## src/rtl/spi_addr_controller.sv

```systemverilog
// spi_addr_controller: SPI front-end for one daisy-chained ASIC: deserializes frames, strobes the header address, runs chain enumeration.
//   iCLK, RSTin (async, active-low)         system clock / reset
//   sclk_local, scsn_local, mosi_local      raw SPI pins, asynchronous to iCLK
//   ID_in / ID_out                          enumeration token from previous / to next ASIC
//   currentSPIAddr, frame_write             header of the current frame, valid with address_strobe
//   rx_byte, rx_byte_valid                  last complete data byte and its one-cycle pulse
//   setSPIAddr, addr_valid                  unique address captured during enumeration
module spi_addr_controller #(
  parameter logic [7:0] CMD_SET_ADDR = 8'h5A,
  parameter logic [6:0] GLOBAL_ADDR  = 7'h7F
) (
  input  logic       iCLK,
  input  logic       RSTin,
  input  logic       sclk_local,
  input  logic       scsn_local,
  input  logic       mosi_local,
  input  logic       ID_in,
  output logic [6:0] currentSPIAddr,
  output logic       frame_write,
  output logic       address_strobe,
  output logic [7:0] rx_byte,
  output logic       rx_byte_valid,
  output logic [6:0] setSPIAddr,
  output logic       addr_valid,
  output logic       ID_out
);
  typedef enum logic [1:0] {S_IDLE, S_HDR, S_DATA} state_t;
  typedef enum logic [1:0] {EN_WAIT, EN_CMD, EN_ARMED, EN_DONE} en_t;
  state_t     r_state;
  en_t        r_en;
  logic [1:0] r_sclk_sync, r_scsn_sync, r_mosi_sync, r_id_sync;
  logic       r_sclk_d;
  logic [2:0] r_cnt;
  logic [6:0] r_shift;
  logic       w_sclk_s, w_scsn_s, w_mosi_s, w_id_s, w_rise;
  logic [7:0] w_byte;
  assign w_sclk_s = r_sclk_sync[1];
  assign w_scsn_s = r_scsn_sync[1];
  assign w_mosi_s = r_mosi_sync[1];
  assign w_id_s   = r_id_sync[1];
  assign w_rise   = w_sclk_s & ~r_sclk_d;
  assign w_byte   = {r_shift, w_mosi_s};
  always_ff @(posedge iCLK or negedge RSTin) begin
    if (!RSTin) begin
      r_sclk_sync    <= '0;
      r_scsn_sync    <= 2'b11;
      r_mosi_sync    <= '0;
      r_id_sync      <= '0;
      r_sclk_d       <= 1'b0;
      r_state        <= S_IDLE;
      r_en           <= EN_WAIT;
      r_cnt          <= '0;
      r_shift        <= '0;
      currentSPIAddr <= '0;
      frame_write    <= 1'b0;
      address_strobe <= 1'b0;
      rx_byte        <= '0;
      rx_byte_valid  <= 1'b0;
      setSPIAddr     <= '0;
      addr_valid     <= 1'b0;
      ID_out         <= 1'b0;
    end else begin
      r_sclk_sync    <= {r_sclk_sync[0], sclk_local};
      r_scsn_sync    <= {r_scsn_sync[0], scsn_local};
      r_mosi_sync    <= {r_mosi_sync[0], mosi_local};
      r_id_sync      <= {r_id_sync[0], ID_in};
      r_sclk_d       <= w_sclk_s;
      address_strobe <= 1'b0;
      rx_byte_valid  <= 1'b0;
      // chip select dominates a coincident SCLK rise: the bit is dropped
      if (w_scsn_s) begin
        r_state <= S_IDLE;
        r_cnt   <= '0;
        if (r_en == EN_DONE) ID_out <= 1'b1;
        else r_en <= EN_WAIT;
      end else if (r_state == S_IDLE) begin
        r_state <= S_HDR;
        r_cnt   <= '0;
      end else if (w_rise) begin
        r_shift <= w_byte[6:0];
        r_cnt   <= r_cnt + 3'd1;
        if (r_cnt == 3'd7) begin
          if (r_state == S_HDR) begin
            currentSPIAddr <= w_byte[6:0];
            frame_write    <= w_byte[7];
            address_strobe <= 1'b1;
            r_state        <= S_DATA;
            // token is sampled only here, so a later drop of ID_in cannot abort the frame
            if (r_en == EN_WAIT && w_byte == {1'b1, GLOBAL_ADDR} && w_id_s && !addr_valid) r_en <= EN_CMD;
          end else begin
            rx_byte       <= w_byte;
            rx_byte_valid <= 1'b1;
            if (r_en == EN_CMD) r_en <= (w_byte == CMD_SET_ADDR) ? EN_ARMED : EN_WAIT;
            else if (r_en == EN_ARMED) begin
              if (w_byte[6:0] != GLOBAL_ADDR) begin
                setSPIAddr <= w_byte[6:0];
                addr_valid <= 1'b1;
                r_en       <= EN_DONE;
              end else r_en <= EN_WAIT;
            end
          end
        end
      end
    end
  end
endmodule
```

## config.mk

```make
export PLATFORM = sky130hd
export DESIGN_NAME = spi_addr_controller
export DESIGN_NICKNAME = d
export VERILOG_FILES = /design/src/rtl/spi_addr_controller.sv
export SDC_FILE = /design/constraint.sdc
export NUM_CORES = 1
export LEC_CHECK = 0
export ABC_AREA = 1
export CAP_MARGIN = 20
export CORE_ASPECT_RATIO = 1.2
export CORE_MARGIN = 2
export CORE_UTILIZATION = 50
export DETAILED_ROUTE_END_ITERATION = 10
export HOLD_SLACK_MARGIN = 0.12
export PLACE_DENSITY = 0.75
export SYNTH_ARGS = -nofsm -noshare
export SYNTH_HDL_FRONTEND = slang
export SYNTH_SLANG_ARGS = --single-unit
```

## constraint.sdc

```tcl
create_clock -name iCLK -period 2.1 [get_ports iCLK]
set_clock_uncertainty 0.15 [all_clocks]
set_input_delay 0.42 -clock iCLK [delete_from_list [all_inputs] [get_ports iCLK]]
set_output_delay 0.42 -clock iCLK [all_outputs]
set_load 0.005 [all_outputs]
```

* After elaboration in Yosys (flattened, before gate mapping)
Index checks and enable logic that the tools add are counted.
** Storage, ports and cells
- Flip-flop bits (word level) :: 50
- Output and inout bits :: 27
** Operators by class
- Add/sub/neg operators :: 1
- Eq/ne operators :: 11
- Multiplexer cells :: 29
- Bitwise logic cells :: 6
- Reductions and logical operators :: 19
** Operator list (count)
- $mux W2 :: 16
- $mux W1 :: 10
- $reduce_and A5 Y1 :: 2
- $mux W3 :: 3
- $reduce_bool A3 Y1 :: 3
- $eq A8 B7 Y1 const B :: 1
- $eq A8 B8 Y1 const B :: 1
- $reduce_and A8 Y1 :: 1
- $ne A7 B7 Y1 const B :: 1
- $reduce_and A3 Y1 :: 2
- $reduce_and A6 Y1 :: 1
- $not A1 Y1 :: 5
- $eq A2 B1 Y1 const B :: 2
- $eq A2 B2 Y1 const B :: 2
- $logic_not A2 Y1 :: 2
- $ne A2 B2 Y1 const B :: 2
- $reduce_bool A2 Y1 :: 2
- $reduce_bool A4 Y1 :: 1
- $add A3 B1 Y3 const B :: 1
- $eq A3 B3 Y1 const B :: 1
- $logic_and A1 B1 Y1 :: 3
- $ne A3 B2 Y1 const B :: 1
- $reduce_and A2 Y1 :: 1
- $and A1 B1 Y1 :: 1
- $logic_not A1 Y1 :: 1

* Longest topological paths before layout
- Depth in word-level cells :: 10
- Gate-level depth with buffers :: 9
- Mapped depth without buffers :: 9

* Worst setup path after synthesis
OpenSTA, ideal clock, no wires.
- Kind :: reg-to-reg
- From :: register r_cnt[0]
- To :: register r_en[0]
- Setup time :: 0.116 ns
- Arrival time :: 1.387 ns
- Required time :: 1.834 ns
- Slack :: 0.446 ns
- Cell stages (with the launch flop) :: 10
- Cells stage by stage :: dfrtp_1 ha_1 ha_1 or2_2 nand2_1 nand2_1 nand2_1 nor2_2 nand2_1 nand2_1
** Between the ends
- Longest elaborated chain between the ends :: 3
** Ends and longest elaborated chain
- from (decl) :: line 33 : logic [2:0] r_cnt;
- from (signal assigned) :: line 81 : r_cnt <= r_cnt + 3'd1;
- $eq A3 B3 Y1 :: line 82 : if (r_cnt == 3'd7) begin
- $reduce_bool A2 Y1 (no line)
- $reduce_and A6 Y1 (no line)
- to (signal assigned) :: line 93 : if (r_en == EN_CMD) r_en <= (w_byte == CMD_SET_ADDR) ? EN_ARMED : EN_WAIT;
- to (decl) :: line 30 : en_t r_en;
No other way between the ends.
A chain may end at the register's enable or synchronous reset.

* Worst setup path after layout
- From :: register setSPIAddr[2]
- To :: output port setSPIAddr[2]
** RTL lines
- from (decl) :: line 23 : output logic [6:0] setSPIAddr,
- from (signal assigned) :: line 96 : setSPIAddr <= w_byte[6:0];
No word-level cell between the ends.

==> qor.txt <==
outcome - finished, final reports clean
# setup viols final - 0
Non-Filler Instances - 295
max-slew violations - 0
Clock Power Share - 0.255
Setup Crit Path Kind - flop to output port
Setup WS post-layout - 0.352 ns
Slew HR - 0.804
worst IR drop on VDD - 0.000608 V
unrepaired setup endpoints after global routing - false
Worst Path Required - 1.53 ns
Setup TNS Final - 0 ns
first-pass GRT wire length - 6.33 mm
CTS Buf Count - 5
H-tree levels - 2
YS warnings - 0
Largest delay share family, worst path - buffers and inverters
# hold bufs at CTS - 1
Mapped Area - 2090 µm²
Final Hold Slack - 0.203 ns
Synth area leader - dfrtp_1
first-iteration detailed-routing DRC count - 111
drt wl/cell - 12.4 µm
post-route DRC violation count - 0
Core Region - 3970 µm²
CP Launch Type - flop
max incr delay on CP - 0.51 ns
Pre-Repair DR Iteration Count - 4
post-synthesis sequential area ratio - 0.600
Slowest cell on crit path - clkdlybuf4s50_1
average cell area after synthesis - 10.3 µm²
net total in the final layout - 254
P_leak - 1.24 nW
#FFs+latches synth - 50
Buf/Inv on CP - 1
via/cell ratio - 4.89
remaining antenna violation count - 0
worst skew pair latency - 0.29 ns
Antenna diodes - 0
cts repair resizes - 0
dpl ws - 0.362 ns
Tmin final - 1.75 ns
CTS tree - built
Crit Path Max Fanout - 2
Max Clk Rate - 0.572 GHz
CP endpoint kind - output port
vias after detailed routing - 1443
Synth Instances - 203
Rows - 25
Tcrit/Tclk final - 0.832
Post-Route WL - 3.66 mm
die height - 74.8 µm
Area Growth Syn to Fin - 22.8%
Synth cell types - 27
routability cong. - 0.887
syn nets - 215
crit path cell chain - clkdlybuf4s50_1
Logic pwr share - 0.202
NetSw - 654 µW
I/O Buffers - 32
grt total ovfl - 0
switching share of total power - 0.310
Initial Util - 0.526
largest net degree at the start of global routing - 51
CTS sink count - 50
P_int - 1.46 mW
Area contributors post-synth - dfrtp_1, nand2_1, o21ai_2, ha_1, nor2_1
Yosys top cell area share - 0.575
CTS Buffer Depth - 2
sequential power share - 0.543
GR Util All Layers - 0.174
dpl cells - 288
Worst Path Arrival - 1.18 ns
R2R Setup Slk - 0.36 ns
initial antenna violation count - 0
die area - 4710 µm²
Hold Path Class - flop to flop
PwrDens - 823 nW/µm²
Post-CTS Repair Setup Buffers - 0
Hold Fails Final Rpt - 0
Slew @ Worst Pin - 0.294 ns
Reg clk slew, reported paths - 0.08 ns
Ports - 33
die width - 63.0 µm
detailed placement HPWL - 2.61 mm
max cap viols - 0
vias in the first global route - 1313
CTS root buffer - clkbuf_8
layout cell share with drive strength beyond 1 - 0.158
[synth_stat cells]
cell type	number
nor2_1	18
o22ai_1	1
nand4_1	1
nand3_1	3
nor2_8	1
a21oi_1	10
dfrtp_1	48
dfstp_2	2
nand2_4	2
inv_1	16
nand2_2	2
buf_6	2
nor2_4	2
inv_2	3
nand4_4	1
buf_2	1
o21ai_0	9
ha_1	6
or2_2	1
or2_0	1
nand2_1	53
nor2_2	2
a22o_1	2
a21o_1	1
o21ai_2	12
buf_4	1
o21ai_1	2
[power by group through the flow]
stage | Combinational (mW) | Clock, mW | Sequential (mW)
floorplan | 0.297 | 0 | 1.14
global placement | 0.424 | 0 | 1.16
detailed placement | 0.428 | 0 | 1.16
CTS | 0.431 | 0.552 | 1.14
global route | 0.488 | 0.589 | 1.16
finish | 0.427 | 0.538 | 1.14
[final cells by class]
class	count	area, µm²
well taps	54	67.6
fillers	345	1410
inverters	19	71.3
flip-flops and latches	50	1250
clock buffers	6	82.6
repair buffers	36	360
multi-input cells	130	728
[sequential cells by signal (all words and copies together) (netlist names), 3 cells and up]
name and cells:
currentSPIAddr 7, r_shift 7, r_cnt 3, setSPIAddr 7, rx_byte 8
[through the flow]
| step | cell area, µm² | total power, mW | utilization |
|---|---|---|---|
| floorplan | 2090 | 1.44 | - |
| global placement | 2470 | 1.58 | 0.622 |
| detailed placement | 2470 | 1.59 | 0.622 |
| CTS | 2560 | 2.12 | 0.645 |
| global route | 2560 | 2.24 | 0.645 |
| finish | 2560 | 2.11 | 0.645 |
[cell usage in the layout (no fill, tap or decap)]
master / count
o21ai_2: 12
o21ai_1: 2
a22o_1: 2
a21o_1: 1
o21ai_0: 9
nand2_2: 2
or2_0: 1
nor2_4: 2
a21oi_1: 10
o22ai_1: 1
buf_4: 2
buf_2: 1
nand3_1: 3
nand4_4: 1
ha_1: 6
nor2_1: 18
clkbuf_8: 6
inv_2: 3
nand2_1: 53
clkdlybuf4s50_1: 31
dfrtp_1: 48
dfstp_2: 2
nand2_4: 2
buf_12: 1
nand4_1: 1
nor2_8: 1
nor2_2: 2
inv_1: 16
dlygate4sd3_1: 1
or2_2: 1
[cells by family (layout without fill, tap and decap cells)]
| logic type | Yosys count | after routing | share of synthesized area |
|---|---|---|---|
| buffers and inverters | 23 | 61 | 0.0509 |
| DFF | 50 | 50 | 0.600 |
| and+or+nand+nor | 87 | 87 | 0.197 |
| adders and majority gates | 6 | 6 | 0.0359 |
| AOI/OAI and AO/OA | 37 | 37 | 0.116 |
[layer usage]
layer / vias up / track usage / share of wire
met5: - / 0 / 0
met4: 0 / 0.0593 / 0.011
met3: 4 / 0.0419 / 0.040
met2: 31 / 0.272 / 0.47
met1: 687 / 0.244 / 0.48
li1: 721 / - / -
[final timing paths]
path	cells past startpoint	from	to
max in group asynchronous	3	RSTin	r_scsn_sync[1]
min in group asynchronous	3	RSTin	setSPIAddr[2]
hold / removal	0	r_id_sync[0]	r_id_sync[1]
hold reg to reg	0	r_id_sync[0]	r_id_sync[1]
setup / recovery	1	setSPIAddr[2]	setSPIAddr[2]
setup reg to reg	9	r_cnt[0]	r_en[0]
Note: power is estimated with default switching activity, not from simulation.
